===== config.mk =====
export PLATFORM = sky130hd
export DESIGN_NAME = hazard_ctrl
export DESIGN_NICKNAME = d
export VERILOG_FILES = /design/src/rtl/hazard_pkg.sv /design/src/rtl/hazard_ctrl_reg_match.sv /design/src/rtl/hazard_ctrl.sv
export SDC_FILE = /design/constraint.sdc
export NUM_CORES = 1
export LEC_CHECK = 0
export ABC_AREA = 1
export CAP_MARGIN = 20
export CORE_UTILIZATION = 42
export CTS_CLUSTER_SIZE = 25
export DETAILED_ROUTE_END_ITERATION = 12
export GPL_TIMING_DRIVEN = 0
export PLACE_DENSITY = 0.81
export SLEW_MARGIN = 5
export SYNTH_ARGS = -nofsm -noshare
export SYNTH_HDL_FRONTEND = slang
export SYNTH_SLANG_ARGS = --single-unit

===== constraint.sdc =====
create_clock -name i_clk -period 2.33 [get_ports i_clk]
set_clock_uncertainty 0.05 [all_clocks]
set_input_delay 0.466 -clock i_clk [delete_from_list [all_inputs] [get_ports i_clk]]
set_output_delay 0.466 -clock i_clk [all_outputs]
set_load 0.05 [all_outputs]

===== src/rtl/hazard_pkg.sv =====
// hazard_pkg: shared types for the pipeline hazard control unit.
// Forward-select encoding, PC-select constant and scoreboard entry.
package hazard_pkg;

    typedef enum logic [1:0] {
        FWD_RF    = 2'b00,
        FWD_EXMEM = 2'b01,
        FWD_MEMWB = 2'b10
    } fwd_sel_t;

    localparam logic [1:0] PCSEL_SEQ = 2'b00;

    typedef struct packed {
        logic       valid;
        logic [4:0] rd;
        logic       regwrite;
        logic       memread;
    } sb_entry_t;

endpackage


===== src/rtl/hazard_ctrl_reg_match.sv =====
// reg_match: does a used source register hit a live scoreboard entry.
// x0 never matches, so it can never stall or forward.
module reg_match
    import hazard_pkg::*;
(
    input  logic [4:0] i_reg,
    input  logic       i_use,
    input  sb_entry_t  i_entry,
    output logic       o_match
);

    assign o_match = i_use
                   & i_entry.valid
                   & i_entry.regwrite
                   & (i_entry.rd != 5'd0)
                   & (i_entry.rd == i_reg);

endmodule


===== src/rtl/hazard_ctrl.sv =====
// hazard_ctrl: stall/flush/forward/redirect control for the 5-stage core.
// Tracks EX/MEM/WB destinations in a three-entry scoreboard.
module hazard_ctrl
    import hazard_pkg::*;
#(
    parameter int FWD_EN = 1
) (
    input  logic        i_clk,
    input  logic        i_rst,
    input  logic        i_id_valid,
    input  logic [4:0]  i_id_rs1,
    input  logic [4:0]  i_id_rs2,
    input  logic        i_id_use_rs1,
    input  logic        i_id_use_rs2,
    input  logic [4:0]  i_id_rd,
    input  logic        i_id_regwrite,
    input  logic        i_id_memread,
    input  logic [1:0]  i_ex_pc_select,
    input  logic [31:0] i_ex_target,
    input  logic        i_mem_busy,
    output logic        o_stall_if,
    output logic        o_stall_id,
    output logic        o_flush_id,
    output logic        o_flush_ex,
    output logic [1:0]  o_fwd_op1,
    output logic [1:0]  o_fwd_op2,
    output logic        o_redirect,
    output logic [31:0] o_redirect_pc
);

    localparam bit FWD_ON = (FWD_EN != 0);

    sb_entry_t  ex_q, ex_d;
    sb_entry_t  mem_q, mem_d;
    sb_entry_t  wb_q, wb_d;
    logic [4:0] ex_rs1_q, ex_rs1_d;
    logic [4:0] ex_rs2_q, ex_rs2_d;
    logic       ex_use1_q, ex_use1_d;
    logic       ex_use2_q, ex_use2_d;

    logic id_use1, id_use2;
    logic id1_ex, id2_ex, id1_mem, id2_mem;
    logic ex1_mem, ex2_mem, ex1_wb, ex2_wb;
    logic load_use, raw_stall, freeze, redirect;
    fwd_sel_t fwd1, fwd2;

    // An empty ID slot never asks for operands
    assign id_use1 = i_id_use_rs1 & i_id_valid;
    assign id_use2 = i_id_use_rs2 & i_id_valid;

    reg_match u_id1_ex (
        .i_reg(i_id_rs1), .i_use(id_use1),
        .i_entry(ex_q), .o_match(id1_ex));
    reg_match u_id2_ex (
        .i_reg(i_id_rs2), .i_use(id_use2),
        .i_entry(ex_q), .o_match(id2_ex));
    reg_match u_id1_mem (
        .i_reg(i_id_rs1), .i_use(id_use1),
        .i_entry(mem_q), .o_match(id1_mem));
    reg_match u_id2_mem (
        .i_reg(i_id_rs2), .i_use(id_use2),
        .i_entry(mem_q), .o_match(id2_mem));
    reg_match u_ex1_mem (
        .i_reg(ex_rs1_q), .i_use(ex_use1_q),
        .i_entry(mem_q), .o_match(ex1_mem));
    reg_match u_ex2_mem (
        .i_reg(ex_rs2_q), .i_use(ex_use2_q),
        .i_entry(mem_q), .o_match(ex2_mem));
    reg_match u_ex1_wb (
        .i_reg(ex_rs1_q), .i_use(ex_use1_q),
        .i_entry(wb_q), .o_match(ex1_wb));
    reg_match u_ex2_wb (
        .i_reg(ex_rs2_q), .i_use(ex_use2_q),
        .i_entry(wb_q), .o_match(ex2_wb));

    // Hazard classification; reset masks everything to idle
    always_comb begin
        load_use  = (id1_ex | id2_ex) & ex_q.memread;
        raw_stall = !FWD_ON
                  & (id1_ex | id2_ex | id1_mem | id2_mem);
        freeze    = i_mem_busy & ~i_rst;
        redirect  = ex_q.valid & ~i_mem_busy & ~i_rst
                  & (i_ex_pc_select != PCSEL_SEQ);
    end

    // Forward selects: the younger MEM result wins over WB
    always_comb begin
        fwd1 = FWD_RF;
        fwd2 = FWD_RF;
        if (FWD_ON) begin
            if (ex1_mem)     fwd1 = FWD_EXMEM;
            else if (ex1_wb) fwd1 = FWD_MEMWB;
            if (ex2_mem)     fwd2 = FWD_EXMEM;
            else if (ex2_wb) fwd2 = FWD_MEMWB;
        end
    end

    // Control outputs: freeze > redirect > load-use/RAW stall
    always_comb begin
        o_stall_if    = 1'b0;
        o_stall_id    = 1'b0;
        o_flush_id    = 1'b0;
        o_flush_ex    = 1'b0;
        o_redirect    = 1'b0;
        o_redirect_pc = i_ex_target;
        o_fwd_op1     = i_rst ? FWD_RF : fwd1;
        o_fwd_op2     = i_rst ? FWD_RF : fwd2;
        if (freeze) begin
            o_stall_if = 1'b1;
            o_stall_id = 1'b1;
        end else if (redirect) begin
            o_redirect = 1'b1;
            o_flush_id = 1'b1;
            o_flush_ex = 1'b1;
        end else if ((load_use | raw_stall) & ~i_rst) begin
            o_stall_if = 1'b1;
            o_stall_id = 1'b1;
            o_flush_ex = 1'b1;
        end
    end

    // Scoreboard advance; a flushed EX slot becomes a bubble
    always_comb begin
        ex_d      = ex_q;
        mem_d     = mem_q;
        wb_d      = wb_q;
        ex_rs1_d  = ex_rs1_q;
        ex_rs2_d  = ex_rs2_q;
        ex_use1_d = ex_use1_q;
        ex_use2_d = ex_use2_q;
        if (!i_mem_busy) begin
            ex_d.valid    = i_id_valid & ~o_flush_ex;
            ex_d.rd       = i_id_rd;
            ex_d.regwrite = i_id_regwrite;
            ex_d.memread  = i_id_memread;
            ex_rs1_d      = i_id_rs1;
            ex_rs2_d      = i_id_rs2;
            ex_use1_d     = i_id_use_rs1 & ex_d.valid;
            ex_use2_d     = i_id_use_rs2 & ex_d.valid;
            mem_d         = ex_q;
            wb_d          = mem_q;
        end
    end

    // Scoreboard state register
    always_ff @(posedge i_clk or posedge i_rst) begin
        if (i_rst) begin
            ex_q      <= '0;
            mem_q     <= '0;
            wb_q      <= '0;
            ex_rs1_q  <= '0;
            ex_rs2_q  <= '0;
            ex_use1_q <= 1'b0;
            ex_use2_q <= 1'b0;
        end else begin
            ex_q      <= ex_d;
            mem_q     <= mem_d;
            wb_q      <= wb_d;
            ex_rs1_q  <= ex_rs1_d;
            ex_rs2_q  <= ex_rs2_d;
            ex_use1_q <= ex_use1_d;
            ex_use2_q <= ex_use2_d;
        end
    end

endmodule


Word-level counts from Yosys, hierarchy flattened
Cells that the tools add are included.
W data, S select, Z words.

storage, ports and cells
  flip-flop bits (word level) = 34
  bits in latches = 0
  bits in writable memories = 0
  bits in read-only memories = 0
  bits of input ports = 57
  output and inout bits = 41
  word-level logic and storage cells = 76
  memories kept = 0

operators by class
  add/sub/neg operators = 0
  multiply operators = 0
  div/mod/pow operators = 0
  order comparisons = 0
  eq/ne operators = 6
  shift operators = 0
  mux-type cells = 13
  bitwise logic cells = 39
  reductions and logical operators = 4

operators with widths
  cell                number
  $and A1 B1 Y1       35
  $eq A5 B5 Y1        6
  $reduce_bool A5 Y1  3
  $mux W2             6
  $mux W1             7
  $not A1 Y1          3
  $reduce_bool A2 Y1  1
  $or A1 B1 Y1        1

Longest topological paths before layout
  word-level depth = 14
  depth in mapped cells = 9
  mapped depth without buffers = 9

Cells and area by module
From an unflattened synthesis, not the netlist that was laid out.

second synthesis, totals
  cell total of the unflattened synthesis = 408
  area, all modules = 2,539.9 µm²

modules (own cells, without submodules)
  module       times used  cells an instance  area an instance (µm²)  seq. area each (µm²)
  hazard_ctrl  1           210                1,766.7                 900.9
  reg_match    6           33                 128.9                   0.0

Worst setup path before layout
Ideal clock, no wire load.

  path kind = input to output
  from = input port i_rst
  to = output port o_stall_if
  arrival = 2.191 ns
  data required time = 1.814 ns
  setup slack = -0.377 ns
  stages = 5
  path buffers = 1
  cell sequence = inv_2 > nand3b_2 > inv_1 > o22ai_2 > buf_4

on the way
  cells in the longest elaborated chain, start to end = 5
  elaborated cells on any way between the ends = 8
  classes of those cells = mux: 3; bitwise: 5

RTL lines
  item                                      RTL line                                                  text
  start: declaration                        hazard_ctrl.sv:9                                          input logic i_rst,
  $not A1 Y1 *                              hazard_ctrl.sv:81, hazard_ctrl.sv:82, hazard_ctrl.sv:115
  $and A1 B1 Y1 (on tied branches)          hazard_ctrl.sv:115, hazard_ctrl.sv:82
  $mux W1 or $and A1 B1 Y1 (tied branches)  --
  $mux W1                                   --
  $mux W1 *                                 --
  end: declaration                          hazard_ctrl.sv:21                                         output logic o_stall_if,

Mark *: on every way between the ends. The rest lies on a longest branch, timed or not.

Final worst setup path
  from = input port i_ex_pc_select[1]
  to = output port o_redirect

on the way
  cells in the longest elaborated chain, start to end = 4

RTL lines
  item                RTL line            text
  start: declaration  hazard_ctrl.sv:18   input logic [1:0] i_ex_pc_select,
  $reduce_bool A2 Y1  hazard_ctrl.sv:83   & (i_ex_pc_select != PCSEL_SEQ);
  $and A1 B1 Y1       hazard_ctrl.sv:83
  $mux W1             hazard_ctrl.sv:111  end else if (redirect) begin
  $mux W1             hazard_ctrl.sv:108  if (freeze) begin
  end: declaration    hazard_ctrl.sv:27   output logic o_redirect,

No other way between the ends.

==> run metrics <==
outcome finished clean; Critical Path Sink Type primary output; most common cell in the netlist nand2_1; largest area contributor in the netlist dfrtp_1; #FFs+latches synth 34; capturing point of the worst reg2reg path ex_use2_q; drt first-iter violations 150; TritonCTS clock tree done; final net count 428; DR vias/cell between 4 and 5; Yosys top cell area share 0.403; die height between 70 and 80 um; Total Routing Usage GR 0.243; cts hold-fix bufs 0; Leak 1.56 nW; Worst slew margin 0.658; Net Count, Synth 340; Pwr Density ~550 nW/um^2; CP max stage cell clkdlybuf4s50_1; reg2reg setup slack ~0.86 ns; WP data arrival 1.77 ns; DP HPWL 3990 um; final hold vios 0; synth warn 0; number of max-cap violations 0; ant diodes 0; part of the Yosys area used for sequential elements 0.403; Antenna Nets Post-Route 0; Worst R2R Path Depth 9; post-place instance area between 2000 and 3000 um^2; post-synthesis cell type count 28; post-synthesis area per instance ~7.5 um^2; Tcrit/Tclk final 0.980; pin count of the biggest net entering global routing 20; Critical Path Fanout Max 5; Critical path buffers and inverters 4; peak per-stage delay on the critical path between 0.4 and 0.5 ns; die area about 5300 um^2; site row count 25; H-tree levels 2; design area around 3100 um^2; CP required around 1.8 ns; via count approximately 2,200; vias in the first global route ~2,000; number of antenna violations at the first check in global routing 0; 1st-pass router iterations 5; fill count 397; Die X-Extent ~73 um; Peak Freq roughly 440 MHz; dominant cells by area after synthesis dfrtp_1 40%, nand2_1 13%, buf_4 12%, o21ai_0 7.1%, inv_1 5.0%; asr flop ratio synth 1.00; Switching Share 0.350; unrepaired setup endpoints after global routing false; area of the core ~4800 um^2; Seq pwr share 0.421; Port Buffers 64; Final setup viols 0; Reg area roughly 850 um^2; clock network power share 0.270; Final Slew Violations 0; CTS root buf clkbuf_8; Routability Congestion about 0.92; Num CTS Buffers 5; synth cell count leaders 75 x nand2_1, 34 x buf_4, 34 x dfrtp_1, 30 x o21ai_0, 28 x inv_1; WL final roughly 5900 um; worst-margin pin slew approximately 0.51 ns; grt total ovfl 0; CTS Buffer Depth 2; post-placement cell count about 410; worst-path cell chain clkdlybuf4s50_1 > nor2_1 > nand3b_2 > clkinvlp_4 > buf_4 > buf_2; number of enable flip-flop cells after synthesis 0; kind of critical path input port to primary output; Clock Pin Slew Worst Setup and Hold Paths ~0.07 ns; cell-internal power 1.11 mW; Area growth, synth to finish 46.7%; first-pass GRT wire length 9500 um; Hold Crit Class input port to asynchronous set/reset pin; Sw Pwr 0.596 mW; r2r startpoint ex_q[3]; drc violations 0; ys flop type dfrtp_1; min Tclk post-route 2.28 ns; Multi-input gate area between 800 and 900 um^2; share of layout cells above drive strength 1 0.261; clk_lat worst skew about 0.29 ns; Syn Std Cell Area about 2100 um^2; clock sinks 34; Final Util 0.648; Layout Cells excl Fill roughly 440; combinational fraction of design power 0.309; Mapped Cells ~280; post-DR wirelength/cell 13.4 um; Largest delay share family, worst path buffers and inverters; crit path launch type input port; VDD IR max approximately 340 uV; Initial Util 0.442; # IOs 98
==> cell families (layout without fill, tap and decap cells) <==
family                 after synthesis  count (layout)  share of synthesized area
AND/OR/NAND/NOR                    120             120                      0.244
AO/OA/AOI/OAI                       43              43                      0.117
buffers and inverters               77             166                      0.200
XOR/XNOR                             9               9                     0.0373
flip-flops                          34              34                      0.403
==> per-layer routing <==
| metal | vias to the layer above | global-route usage | part of all wire |
|---|---|---|---|
| li1 | 1038 | - | - |
| met1 | 1002 | 0.310 | 0.41 |
| met3 | 15 | 0.0594 | 0.061 |
| met4 | 0 | 0.0959 | 0.025 |
| met2 | 100 | 0.398 | 0.50 |
| met5 | - | 0 | 0 |
==> state kept, by name, summed over array words and instances (netlist names) <==
signal / cells
ex_q: 8
mem_q: 7
wb_q: 7
ex_rs1_q: 5
ex_rs2_q: 5
ex_use1_q: 1
ex_use2_q: 1
==> how the worst max path moves through the flow <==
stage	from	end	slack, ns	cells past startpoint
after floorplan	i_mem_busy	o_stall_if	-0.02	6
after global placement	i_rst	o_fwd_op1[1]	-1.15	7
after detailed placement	i_rst	o_fwd_op1[1]	-1.19	7
after CTS	i_id_rs1[3]	o_stall_if	0.005	11
after global routing	i_rst	o_fwd_op2[1]	0.004	7
final	i_ex_pc_select[1]	o_redirect	0.05	6
==> power by group through the flow <==
stage	clock, mW	sequential, mW	combinational, mW
3_5_place_dp	0	0.725	0.494
2_1_floorplan	0	0.708	0.347
6_report	0.461	0.718	0.527
5_1_grt	0.493	0.725	0.573
3_3_place_gp	0	0.722	0.485
4_1_cts	0.453	0.715	0.519
==> stage by stage <==
stage	TNS (ns)	hold slack [ns]	power (mW)	worst slack, ns
detailed placement	-7.57	0.416	1.22	-1.19
finish	0	0.241	1.71	0.0459
floorplan	-0.0208	0.285	1.05	-0.0208
global placement	-7.27	0.412	1.21	-1.15
global route	0	0.257	1.79	0.00437
CTS	0	0.247	1.69	0.00477
==> layout by cell type (no fill, tap or decap), types with 2 or more instances in the layout <==
cell type / instances
inv_1: 25
buf_6: 3
clkdlybuf4s50_1: 41
dlygate4sd2_1: 12
a21oi_1: 2
nand3_2: 3
nor2_2: 4
nand2_1: 75
nand4_1: 6
inv_2: 9
dfrtp_1: 34
xnor2_1: 6
nor2_1: 12
o22ai_1: 3
xor2_1: 3
clkbuf_1: 4
buf_2: 7
nor3_1: 7
clkbuf_8: 6
o21ai_0: 30
buf_4: 51
nand3_1: 10
==> area by class of cell <==
type / instances / share of cell area
buffer: 41 / 0.0936
multi-input combinational: 172 / 0.282
clock inverter: 1 / 0.00161
timing repair buffer: 80 / 0.237
inverter: 36 / 0.0533
tap: 67 / 0.0270
sequential: 34 / 0.274
timing repair inverter: 1 / 0.00282
clock buffer: 7 / 0.0278
==> repair_timing <==
action,4_1_cts,5_1_grt
buffers inserted,14,2
setup endpoints to repair,9,7
endpoints found under the hold margin,0,0
pin swaps,9,4
cloned,1,0
gates resized for setup,71,12
Power figures use the tool's default switching activity.
